<file path="config.mk">
export PLATFORM = sky130hd
export DESIGN_NAME = register_file_mp
export DESIGN_NICKNAME = d
export VERILOG_FILES = /design/src/rtl/regfile_pkg.sv /design/src/rtl/regfile_clear_fsm.sv /design/src/rtl/register_file_mp.sv
export SDC_FILE = /design/constraint.sdc
export NUM_CORES = 1
export LEC_CHECK = 0
export BUFFER_PORTS_ARGS = -buffer_cell sky130_fd_sc_hd__buf_2
export CAP_MARGIN = 0
export CORE_MARGIN = 8
export CORE_UTILIZATION = 55
export DETAILED_ROUTE_END_ITERATION = 12
export PLACE_DENSITY = 0.73
export SYNTH_ARGS = -nofsm -noshare
export SYNTH_HDL_FRONTEND = slang
export SYNTH_SLANG_ARGS = --single-unit
export TNS_END_PERCENT = 20
</file>
<file path="constraint.sdc">
create_clock -name clk -period 15.2 [get_ports clk]
set_clock_uncertainty 0.15 [all_clocks]
set_input_delay 3.04 -clock clk [delete_from_list [all_inputs] [get_ports clk]]
set_output_delay 3.04 -clock clk [all_outputs]
set_load 0.005 [all_outputs]
</file>
<file path="src/rtl/regfile_pkg.sv">
// regfile_pkg: shared types and helpers for register_file_mp.
//   clr_state_e - clear-engine state encoding (idle / sweeping)
//   width_ok()  - true when an entry width splits into whole bytes
package regfile_pkg;

  typedef enum logic [0:0] {
    ST_IDLE  = 1'b0,
    ST_CLEAR = 1'b1
  } clr_state_e;

  function automatic bit width_ok(input int w);
    return (w > 0) && ((w % 8) == 0);
  endfunction

endpackage

</file>
<file path="src/rtl/regfile_clear_fsm.sv">
// regfile_clear_fsm: sequenced bulk-clear engine for the register file.
//   clk, reset  - clock, asynchronous active-high reset
//   clr_start   - request a sweep (ignored while one is running)
//   clr_en      - storage should zero entry clr_addr at this edge
//   clr_addr    - entry currently being cleared
//   busy        - sweep in progress (registered, one cycle per entry)
module regfile_clear_fsm
  import regfile_pkg::*;
#(
  parameter int ADDR_WIDTH = 3
) (
  input  logic                  clk,
  input  logic                  reset,
  input  logic                  clr_start,
  output logic                  clr_en,
  output logic [ADDR_WIDTH-1:0] clr_addr,
  output logic                  busy
);

  clr_state_e            state_q, state_d;
  logic [ADDR_WIDTH-1:0] ptr_q, ptr_d;

  always_ff @(posedge clk or posedge reset) begin
    if (reset) begin
      state_q <= ST_IDLE;
      ptr_q   <= '0;
    end else begin
      state_q <= state_d;
      ptr_q   <= ptr_d;
    end
  end

  always_comb begin
    state_d = state_q;
    ptr_d   = ptr_q;
    case (state_q)
      ST_IDLE: begin
        if (clr_start) begin
          state_d = ST_CLEAR;
          ptr_d   = '0;
        end
      end
      ST_CLEAR: begin
        // pointer wraps back to 0 on the final entry, ready for next sweep
        ptr_d = ptr_q + 1'b1;
        if (ptr_q == {ADDR_WIDTH{1'b1}}) state_d = ST_IDLE;
      end
      default: state_d = ST_IDLE;
    endcase
  end

  assign clr_en   = (state_q == ST_CLEAR);
  assign clr_addr = ptr_q;
  assign busy     = clr_en;

endmodule

</file>
<file path="src/rtl/register_file_mp.sv">
// register_file_mp: parametrised multi-read-port register file.
//   clk, reset  - clock, asynchronous active-high reset (clears everything)
//   we/wAddr/wData/wBe - byte-enabled write port, dropped while busy
//   rEn/rAddr   - per-port read enable and packed read addresses
//   rData       - packed registered read data (holds when rEn low)
//   rValid      - per-port, high the cycle after a sampled rEn
//   clr_start   - start a bulk clear; busy is high while it sweeps
// Reads are write-first: a same-edge write to the read address is bypassed.
module register_file_mp
  import regfile_pkg::*;
#(
  parameter int DATA_WIDTH = 32,
  parameter int ADDR_WIDTH = 3,
  parameter int NUM_RD     = 2,
  parameter int ZERO_REG   = 0
) (
  input  logic                         clk,
  input  logic                         reset,
  input  logic                         we,
  input  logic [ADDR_WIDTH-1:0]        wAddr,
  input  logic [DATA_WIDTH-1:0]        wData,
  input  logic [DATA_WIDTH/8-1:0]      wBe,
  input  logic [NUM_RD-1:0]            rEn,
  input  logic [NUM_RD*ADDR_WIDTH-1:0] rAddr,
  output logic [NUM_RD*DATA_WIDTH-1:0] rData,
  output logic [NUM_RD-1:0]            rValid,
  input  logic                         clr_start,
  output logic                         busy
);

  localparam int DEPTH = 1 << ADDR_WIDTH;
  localparam int NB    = DATA_WIDTH / 8;

  if (!width_ok(DATA_WIDTH)) begin : g_bad_width
    $error("register_file_mp: DATA_WIDTH must be a positive multiple of 8");
  end

  logic [DATA_WIDTH-1:0] mem_q [DEPTH];
  logic [DATA_WIDTH-1:0] mem_d [DEPTH];

  logic                  clr_en;
  logic [ADDR_WIDTH-1:0] clr_addr;

  regfile_clear_fsm #(.ADDR_WIDTH(ADDR_WIDTH)) u_clr (
    .clk       (clk),
    .reset     (reset),
    .clr_start (clr_start),
    .clr_en    (clr_en),
    .clr_addr  (clr_addr),
    .busy      (busy)
  );

  // A write only lands when the sweep is idle; with ZERO_REG, entry 0 is
  // never written so it stays at its reset value of zero.
  logic                  wr_fire;
  logic [DATA_WIDTH-1:0] wr_merged;

  assign wr_fire = we && !busy && !((ZERO_REG != 0) && (wAddr == '0));

  always_comb begin
    wr_merged = mem_q[wAddr];
    for (int b = 0; b < NB; b++)
      if (wBe[b]) wr_merged[8*b +: 8] = wData[8*b +: 8];
  end

  // clr_en and wr_fire are mutually exclusive (busy == clr_en).
  always_comb begin
    for (int i = 0; i < DEPTH; i++) mem_d[i] = mem_q[i];
    if (clr_en)  mem_d[clr_addr] = '0;
    if (wr_fire) mem_d[wAddr]    = wr_merged;
  end

  always_ff @(posedge clk or posedge reset) begin
    if (reset) begin
      for (int i = 0; i < DEPTH; i++) mem_q[i] <= '0;
    end else begin
      for (int i = 0; i < DEPTH; i++) mem_q[i] <= mem_d[i];
    end
  end

  for (genvar k = 0; k < NUM_RD; k++) begin : g_rd
    logic [ADDR_WIDTH-1:0] addr;
    logic [DATA_WIDTH-1:0] rdata_q, rdata_d;
    logic                  rvalid_q, rvalid_d;

    assign addr = rAddr[k*ADDR_WIDTH +: ADDR_WIDTH];

    // Reads see pre-clear contents: the sweep's zeroing is not bypassed.
    always_comb begin
      rdata_d  = rdata_q;
      rvalid_d = rEn[k];
      if (rEn[k]) begin
        if ((ZERO_REG != 0) && (addr == '0)) rdata_d = '0;
        else if (wr_fire && (wAddr == addr)) rdata_d = wr_merged;
        else                                 rdata_d = mem_q[addr];
      end
    end

    always_ff @(posedge clk or posedge reset) begin
      if (reset) begin
        rdata_q  <= '0;
        rvalid_q <= 1'b0;
      end else begin
        rdata_q  <= rdata_d;
        rvalid_q <= rvalid_d;
      end
    end

    assign rData[k*DATA_WIDTH +: DATA_WIDTH] = rdata_q;
    assign rValid[k]                         = rvalid_q;
  end

endmodule

</file>
==> results of run 1 <==
-- worst max-delay path, delay by kind of cell --
kind / cells / cell delay, ps
buf+inv: 3 / 2040
compound gates: 2 / 890
xor+xnor: 1 / 220
simple gates: 1 / 210
-- worst max-delay path by stage --
| stage | cells after the start | from | to |
|---|---|---|---|
| global route | 7 | wAddr[0] | g_rd[0].rdata_q[25] |
| global placement | 7 | wAddr[0] | g_rd[0].rdata_q[24] |
| CTS | 7 | wAddr[0] | g_rd[0].rdata_q[19] |
| floorplan | 1 | reset | g_rd[0].rdata_q[0] |
| detailed placement | 7 | wAddr[0] | g_rd[0].rdata_q[25] |
| finish | 7 | wAddr[0] | g_rd[0].rdata_q[19] |
-- through the flow --
stage	area [sq um]	std cells	power (mW)	hold WS (ps)
4_1_cts	20100	1873	2.86	362
3_3_place_gp	19000	1811	2.00	346
6_report	20100	1874	2.87	355
2_1_floorplan	18300	1386	1.72	348
3_5_place_dp	19000	1811	2.02	350
5_1_grt	20100	1873	2.97	372
-- cell usage after synthesis, types with 19 or more instances --
library cell | number | area share [%]
a221o_1 | 49 | 2.7
nor2b_1 | 19 | 0.65
a22o_1 | 256 | 12
dfrtp_1 | 326 | 45
mux2i_1 | 192 | 11
clkbuf_1 | 65 | 1.3
nor2_1 | 59 | 1.2
o22ai_1 | 49 | 1.7
buf_6 | 19 | 1.2
mux4_2 | 128 | 16
buf_2 | 67 | 1.8
nand2b_1 | 21 | 0.72
-- metal layers --
layer	share of wire, %	global-route usage [%]	up-vias	routed length (microns)
li1	-	-	5621	-
met1	37	41.4	7243	22700
met2	45	46.5	1056	27300
met3	12	7.40	265	7450
met4	5.1	14.7	0	3120
met5	0	0	-	0
-- flip-flops by register name, summed over array words and instances, names as in the netlist --
register	cells
mem_q	256
g_rd.rdata_q	64
u_clr.clr_addr	3
g_rd.rvalid_q	2
u_clr.busy	1
-- cell type report --
cell class	count	area, sq um
fillers	2529	12500
diodes	1	2.50
clock inverters	8	68.8
well taps	442	553
inverters	8	37.5
flip-flops and latches	326	8160
repair buffers	152	872
multi-input cells	883	9370
clock buffers	54	1040
-- cell families (layout without fill, tap and decap cells) --
logic type                 after synthesis  after routing  synth area share (%)
AOI/OAI and AO/OA                      429            429                  20.1
xor gates and xnor gates                 6              6                 0.288
adders and majority gates                2              2                 0.137
buffers and inverters                  177            222                  5.11
DFF                                    326            326                  44.7
muxes                                  320            320                  26.3
other                                    0              1                     0
and+or+nand+nor                        126            126                  3.30
-- power breakdown --
part | internal (mW) | switching [mW]
Clock | 0.489 | 0.352
Sequential | 1.04 | 0.184
Combinational | 0.365 | 0.443
==> summary.md, run 1 <==
| Metric | Value |
|---|---|
| Status | `completed` |
| Worst Hold Launch | `g_rd[1].rdata_q[3]` |
| Setup Buffers After CTS | `0` |
| RSZ-0062 raised after global routing | `false` |
| Max IR drop VDD | `~82 uV` |
| Crit path largest cell delay | `around 840 ps` |
| Mapped cell area | `18300 sq um` |
| Die W | `~200 microns` |
| DRT Pass-1 Iters | `6` |
| Global Route Usage Sum | `between 30 and 40%` |
| DIE HEIGHT | `slightly below 200 microns` |
| Final nets | `about 1.5k` |
| First-pass GRT wire length | `~91000 microns` |
| Core Box Area | `about 33000 sq um` |
| CTS tree | `yes` |
| Period minus WS final | `approximately 6200 ps` |
| Share of flip-flops with an asynchronous set or reset | `100%` |
| Vias in the first global route | `about 14k` |
| Worst r2r path cells | `7` |
| Post-CTS sizing | `0` |
| Mean Syn Cell Area | `13.2 sq um` |
| Clock slew at reported path FFs | `about 60 ps` |
| Final slew viol count | `0` |
| Crit-path slowest cell | `buf_4` |
| Hold path depth | `1` |
| Critical path peak fanout | `83` |
| Number of synthesized flops with an enable pin | `0` |
| CP most frequent cell | `buf_4` |
| Clk root buf | `clkbuf_16` |
| CTS Buffer Depth | `3` |
| Routed WL per cell | `roughly 32 microns` |
| Commonest cells after routing, fill and taps aside | `dfrtp_1, a22o_1, mux2i_1` |
| Maxcap violations | `0` |
| Clock sinks | `~330` |
| Setup crit end kind | `register` |
| Fin util | `about 62%` |
| Critical Path RT | `between 15000 and 20000 ps` |
| Num rows | `66` |
| Layout cells sized above 1 | `between 20% and 30%` |
| Pin count of the biggest net entering global routing | `181` |
| Hold_buf cts | `0` |
| Final setup margin | `8980 ps` |
| Port bufs | `between 100 and 150` |
| Total number of vias | `~14k` |
| Worst setup SP type | `input port` |
| Syn Inst Count | `about 1.4k` |
| Ys Warns | `0` |
| Antenna violations before repair | `0` |
| Remaining DRCs | `0` |
| Worst EP arrival | `6520 ps` |
| Crit-path cells | `buf_6 -> buf_4 -> xnor2_1 -> a41oi_2 -> buf_4 -> nor2b_1 -> a221o_1` |
| Synthesized flop and latch total | `between 300 and 400` |
| Setup TNS | `0 ps` |
| FF-to-FF setup slack | `~12000 ps` |
| GPL Wtd Cong | `0.822` |
| Dpl ws | `8560 ps` |
| Post-DP HPWL | `between 30000 and 40000 microns` |
| Max-slew headroom | `18.3%` |
| Period utilization | `about two fifths` |
| Post-Route WL | `a little over 60000 microns` |
| RR Endpoint | `mem_q[14]` |
| H-tree lvl count | `2` |
| Syn nets | `around 1.4k` |
| Hold endpoint | `g_rd[1].rdata_q[3]` |
| Final setup violating endpoints | `0` |
| Die footprint | `about 40000 sq um` |
| Leakage power | `about 9.1 nW` |
| Vias per cell | `about 7.6` |
| Clk Latency, worst-skew pair | `520 ps` |
| Area Overhead vs Synth | `10.1%` |
| Critical R2R Launch | `u_clr.busy` |
| Power per cell area | `approximately 140 nW/um^2` |
| Most common cell after layout, fill and taps aside | `dfrtp_1` |
| Critical path class | `in2reg` |
| Initial core utilization | `a little under three fifths` |
| Post-detailed-route count of antenna-violating nets | `0` |
| GRT Residual Overflow | `0` |
| Initial DRC Count | `1428` |
| Count of cell types in the netlist | `37` |
| Post-synthesis sequential area ratio | `roughly 45%` |
| Total CTS buffers | `37` |
| Ys flop type | `dfrtp_1` |
| Worst hold-check path type | `reg2reg` |
| Fmax | `approximately 160 MHz` |
| Slew @ Worst Pin | `about 1200 ps` |
| Final hold vios | `0` |
| # IOs | `about 120` |
(Power assumes the default switching activity.)
==> inputs of run 2 (changes only) <==
clock period = 6.4 ns   (was 15.2 ns; I/O delays follow)
==> summary.md, run 2 (synthesis results as in run 1) <==
| Metric | Value |
|---|---|
| Setup TNS | `0 ps (unchanged)` |
| Max-slew headroom | `23.2% (+4.8 points)` |
| Vias per cell | `7.50 (-0.97%)` |
| Vias in the first global route | `14.3k (-0.70%)` |
| Global Route Usage Sum | `29.9% (-0.82 points)` |
| Worst setup SP type | `input port` |
| Fmax | `between 200 and 300 MHz` |
| Final nets | `1467 (+0.41%)` |
| RSZ-0062 raised after global routing | `false` |
| Total number of vias | `14.1k (-0.70%)` |
| Dpl ws | `2310 ps (-6250 ps)` |
| Worst EP arrival | `3870 ps (-2650 ps)` |
| Initial core utilization | `56.0% (unchanged)` |
| Maxcap violations | `0 (unchanged)` |
| Remaining DRCs | `0 (unchanged)` |
| Port bufs | `117 (unchanged)` |
| CTS tree | `yes` |
| Critical Path RT | `6660 ps (-8830 ps)` |
| # IOs | `118 (unchanged)` |
| Max IR drop VDD | `210 uV (+160%)` |
| DIE HEIGHT | `198 microns (unchanged)` |
| Clock slew at reported path FFs | `60 ps (about the same)` |
| Critical path class | `in2reg` |
| H-tree lvl count | `2 (unchanged)` |
| Final Cell Area | `20300 sq um (+0.90%)` |
| Post-CTS sizing | `0 (unchanged)` |
| Placed Cells | `1818 (+0.39%)` |
| Clk root buf | `clkbuf_16` |
| Post-Route WL | `59000 microns (-2.6%)` |
| Crit-path cells | `buf_6 -> buf_4 -> mux2i_1 -> o22ai_1 -> o32a_1 -> a221o_1` |
| Crit path largest cell delay | `830 ps (about the same)` |
| CTS Buffer Depth | `3 (unchanged)` |
| Routed WL per cell | `31.4 microns (-2.8%)` |
| Period utilization | `a little under three fifths` |
| Num rows | `66 (unchanged)` |
| Antenna fix cells | `0 (-1)` |
| Initial DRC Count | `1609 (+13%)` |
| Core Box Area | `32600 sq um (unchanged)` |
| Setup crit end kind | `register` |
| Crit-path slowest cell | `buf_4` |
| Commonest cells after routing, fill and taps aside | `dfrtp_1, a22o_1, mux2i_1` |
| Layout cells sized above 1 | `26.7% (+0.94 points)` |
| Area Overhead vs Synth | `11.1%` |
| DRT Pass-1 Iters | `6 (unchanged)` |
| Number of flip-flops under the largest register name | `256 (unchanged)` |
| Clk Latency, worst-skew pair | `530 ps (about the same)` |
| Hold_buf cts | `0 (unchanged)` |
| Critical path peak fanout | `50 (-40%)` |
| Post-DP HPWL | `33100 microns (+1.3%)` |
| Leakage power | `9.22 nW (+0.95%)` |
| Final hold vios | `0 (unchanged)` |
| Pin count of the biggest net entering global routing | `170 (-6.1%)` |
| Antenna violations before repair | `0 (unchanged)` |
| Final slew viol count | `0 (unchanged)` |
| Most common cell after layout, fill and taps aside | `dfrtp_1` |
| Power per cell area | `343 nW/um^2 (+140%)` |
| GPL Wtd Cong | `0.852 (+3.7%)` |
| Placed Area | `19100 sq um (+0.38%)` |
| Largest Register | `mem_q` |
| Total CTS buffers | `36 (-2.7%)` |
| Final setup margin | `2790 ps (-6190 ps)` |
| Setup Buffers After CTS | `0 (unchanged)` |
| Final setup violating endpoints | `0 (unchanged)` |
| Post-route insts no fill | `1879 (+0.27%)` |
| Pwr Total | `6.95 mW (+140%)` |
| Post-detailed-route count of antenna-violating nets | `0 (unchanged)` |
| Worst hold-check path type | `reg2reg` |
| Period minus WS final | `approximately 3600 ps` |
| First-pass GRT wire length | `89300 microns (-1.8%)` |
| Slew @ Worst Pin | `1150 ps (-69.4 ps)` |
| Die W | `198 microns (unchanged)` |
| GRT Residual Overflow | `0 (unchanged)` |
| Die footprint | `39300 sq um (unchanged)` |
| Clock sinks | `326 (unchanged)` |
| Status | `completed` |
run 2: changes by cell type in the layout (fill, tap and decap cells not counted), moves of 2 or more:
cell        before  now
clkinvlp_4       0    3
clkbuf_8         5   11
bufinv_16        1    3
buf_4           36   42
clkbuf_1        12    3
run 2: final timing paths:
check                              startpoint                  to  slack (ps)  cells past startpoint
max                                  wAddr[0]  g_rd[1].rdata_q[8]        2790                      6
min                        g_rd[0].rdata_q[4]  g_rd[0].rdata_q[4]         360                      1
max reg2reg                        u_clr.busy          mem_q[119]        3400                      5
min reg2reg                g_rd[0].rdata_q[4]  g_rd[0].rdata_q[4]         360                      1
max in group asynchronous               reset          mem_q[237]        4020                      3
min in group asynchronous               reset          mem_q[225]         750                      2
run 2: metrics by stage:
step,hold slack (ps),utilization (%)
2_1_floorplan,348,-
3_3_place_gp,346,58.4
3_5_place_dp,348,58.4
4_1_cts,363,62.2
5_1_grt,372,62.2
6_report,360,62.2
run 2: final cells by class:
| type | count | area (sq um) |
|---|---|---|
| tap | 442 | 553 |
| clock inverter | 10 | 130 |
| inverter | 8 | 33.8 |
| multi-input combinational | 883 | 9380 |
| fill | 2504 | 12300 |
| sequential | 326 | 8160 |
| timing repair buffer | 159 | 937 |
| clock buffer | 51 | 1090 |
run 2: worst max-delay path, delay by kind of cell:
kind / cells / cell delay (ps)
buffers and inverters: 2 / 1310
AOI/OAI and AO/OA: 3 / 970
muxes: 1 / 270
run 2: power breakdown:
| group | internal, mW | leakage, nW | switching [mW] |
|---|---|---|---|
| Sequential | 2.47 | 4.48 | 0.455 |
| Clock | 1.30 | 0.601 | 0.840 |
| Combinational | 0.869 | 4.14 | 1.02 |
| Total | 4.63 | 9.22 | 2.31 |
run 2: per-layer routing:
metal  global-route usage, %  vias up  wire length [microns]  share of wire [%]
met5                       0        -                      0                  0
met4                    13.8        0                   2790                4.7
met3                    6.35      211                   6320                 11
met2                    46.3      972                  27400                 46
met1                    40.2     7274                  22500                 38
li1                        -     5628                      -                  -
==> inputs of run 3 (changes only) <==
PLACE_DENSITY = 0.76   (was 0.73)
clock period = 3.3 ns   (was 6.4 ns; I/O delays follow)
==> summary.md, run 3 (synthesis results as in run 1) <==
| Metric | Value |
|---|---|
| Largest Register | `mem_q` |
| Area Overhead vs Synth | `12.6%` |
| Period minus WS final | `around 2500 ps` |
| Leakage power | `9.37 nW (+1.6%)` |
| First-pass GRT wire length | `91300 microns (+2.2%)` |
| Post-route insts no fill | `1905 (+1.4%)` |
| Highest routed layer | `met4` |
| Fmax | `roughly 400 MHz` |
| Clk Latency, worst-skew pair | `510 ps (-20 ps)` |
| Critical Path RT | `3600 ps (-3060 ps)` |
| Crit-path slowest cell | `dfrtp_1` |
| Buffers & Inverters on Critical Path | `2 (unchanged)` |
| Num rows | `66 (unchanged)` |
| Max-slew headroom | `25.4% (+2.2 points)` |
| Remaining DRCs | `0 (unchanged)` |
| CP delay by family, top | `buffers and inverters` |
| Worst EP arrival | `2850 ps (-1020 ps)` |
| Slew @ Worst Pin | `1120 ps (-33.7 ps)` |
| Worst setup SP type | `register` |
| Pin count of the biggest net entering global routing | `122 (-28%)` |
| WL met1 | `22300 microns (-1.3%)` |
| GPL Wtd Cong | `0.846 (-0.69%)` |
| Final hold vios | `0 (unchanged)` |
| Critical path peak fanout | `21 (-58%)` |
| WL met3 | `7710 microns (+22%)` |
| Status | `completed` |
| Post-DP HPWL | `34400 microns (+3.9%)` |
| RSZ-0062 raised after global routing | `false` |
| Number of flip-flops under the largest register name | `256 (unchanged)` |
| Maxcap violations | `0 (unchanged)` |
| Total number of vias | `14.5k (+3.1%)` |
| Port bufs | `117 (unchanged)` |
| Metal2 WL | `27000 microns (-1.3%)` |
| Final slew viol count | `0 (unchanged)` |
| Period utilization | `between 70% and 80%` |
| Max IR drop VDD | `449 uV (+110%)` |
| Crit-path cells | `or3b_1 -> buf_4 -> nor2_4 -> a21oi_4 -> buf_4 -> a22o_1` |
| Global Route Usage Sum | `30.4% (+0.53 points)` |
| Final setup violating endpoints | `0 (unchanged)` |
| DRT Pass-1 Iters | `5 (-1)` |
| Die footprint | `39300 sq um (unchanged)` |
| Hold Worst Slack | `182 ps (-179 ps)` |
| CP most frequent cell | `buf_4` |
| Final nets | `1493 (+1.8%)` |
| Clk root buf | `clkbuf_16` |
| Setup crit end kind | `register` |
| Power per cell area | `657 nW/um^2 (+92%)` |
| Crit path largest cell delay | `670 ps (-160 ps)` |
| Core Box Area | `32600 sq um (unchanged)` |
| Antenna violations before repair | `0 (unchanged)` |
| Clock slew at reported path FFs | `60 ps (about the same)` |
| Vias per cell | `7.62 (+1.7%)` |
| Layout cells sized above 1 | `27.7% (+1.0 points)` |
| Clock sinks | `326 (unchanged)` |
| Most common cell after layout, fill and taps aside | `dfrtp_1` |
| DIE HEIGHT | `198 microns (unchanged)` |
| Total CTS buffers | `37 (+2.8%)` |
| Worst hold-check path type | `in2reg` |
| CTS tree | `yes` |
| FF-to-FF setup slack | `750 ps (-2650 ps)` |
| Die W | `198 microns (unchanged)` |
| Post-CTS sizing | `0 (unchanged)` |
| Fill count | `2441 (-2.5%)` |
| Post-Route WL | `60100 microns (+1.8%)` |
| GRT Residual Overflow | `0 (unchanged)` |
| Vias in the first global route | `14.8k (+3.6%)` |
| Placed Cells | `1842 (+1.3%)` |
| Post-detailed-route count of antenna-violating nets | `0 (unchanged)` |
| CTS Buffer Depth | `3 (unchanged)` |
| Antenna fix cells | `0 (unchanged)` |
| # IOs | `118 (unchanged)` |
| Initial core utilization | `56.0% (unchanged)` |
| Initial DRC Count | `1594 (-0.93%)` |
| Commonest cells after routing, fill and taps aside | `dfrtp_1, a22o_1, mux2i_1` |
| Fin util | `63.0% (+0.83 points)` |
| Routed WL per cell | `31.5 microns (+0.43%)` |
| H-tree lvl count | `2 (unchanged)` |
| Critical path class | `reg2reg` |
[run 3: layout make-up]
class                           instances  area [sq um]  area share [%]
Sequential cell                       326          8160            39.7
Clock buffer                           52          1070            5.22
Tap cell                              442           553            2.69
Inverter                                8          33.8           0.164
Timing Repair Buffer                  184          1250            6.09
Multi-Input combinational cell        883          9380            45.6
Clock inverter                         10           103           0.499
[run 3: final timing paths]
| kind | from | to | depth (start not counted) |
|---|---|---|---|
| worst max-delay path | u_clr.busy | mem_q[244] | 6 |
| min in group asynchronous | reset | mem_q[226] | 3 |
| worst min-delay path | rEn[1] | g_rd[1].rvalid_q | 1 |
| worst min register to register | g_rd[1].rdata_q[1] | g_rd[1].rdata_q[1] | 1 |
| max in group asynchronous | reset | mem_q[203] | 5 |
| worst max register to register | u_clr.busy | mem_q[244] | 6 |
[run 3: worst register-to-register path, delay by kind of cell (launching register included)]
kind,cells,cell delay [ps]
AO/OA/AOI/OAI,2,670
buffers and inverters,2,690
flip-flops,1,670
AND/OR/NAND/NOR,2,320
[run 3: metal layers]
metal,track usage [%],up-vias
met5,0,-
met4,15.4,0
met3,7.69,259
met2,45.9,1117
met1,40.7,7443
li1,-,5701
[run 3: metrics by stage]
step	instance area, sq um	total power [mW]	setup slack (ps)	TNS [ps]
2_1_floorplan	18300	7.93	-1860	-606600
3_3_place_gp	19400	9.25	505	0
3_5_place_dp	19400	9.38	423	0
4_1_cts	20600	13.4	856	0
5_1_grt	20600	14.0	715	0
6_report	20600	13.5	751	0
[run 3: power by group]
group / internal, mW / switching [mW] / total (mW)
clock: 2.41 / 1.63 / 4.04
combinational: 1.76 / 2.04 / 3.81
sequential: 4.78 / 0.875 / 5.66
[run 3: repair_timing]
item / 4_1_cts / 5_1_grt
hold buffers: 1 / 0
hold endpoints to repair: 7 / 0
endpoints found under the setup margin: 0 / 0
setup buffers: 0 / 0
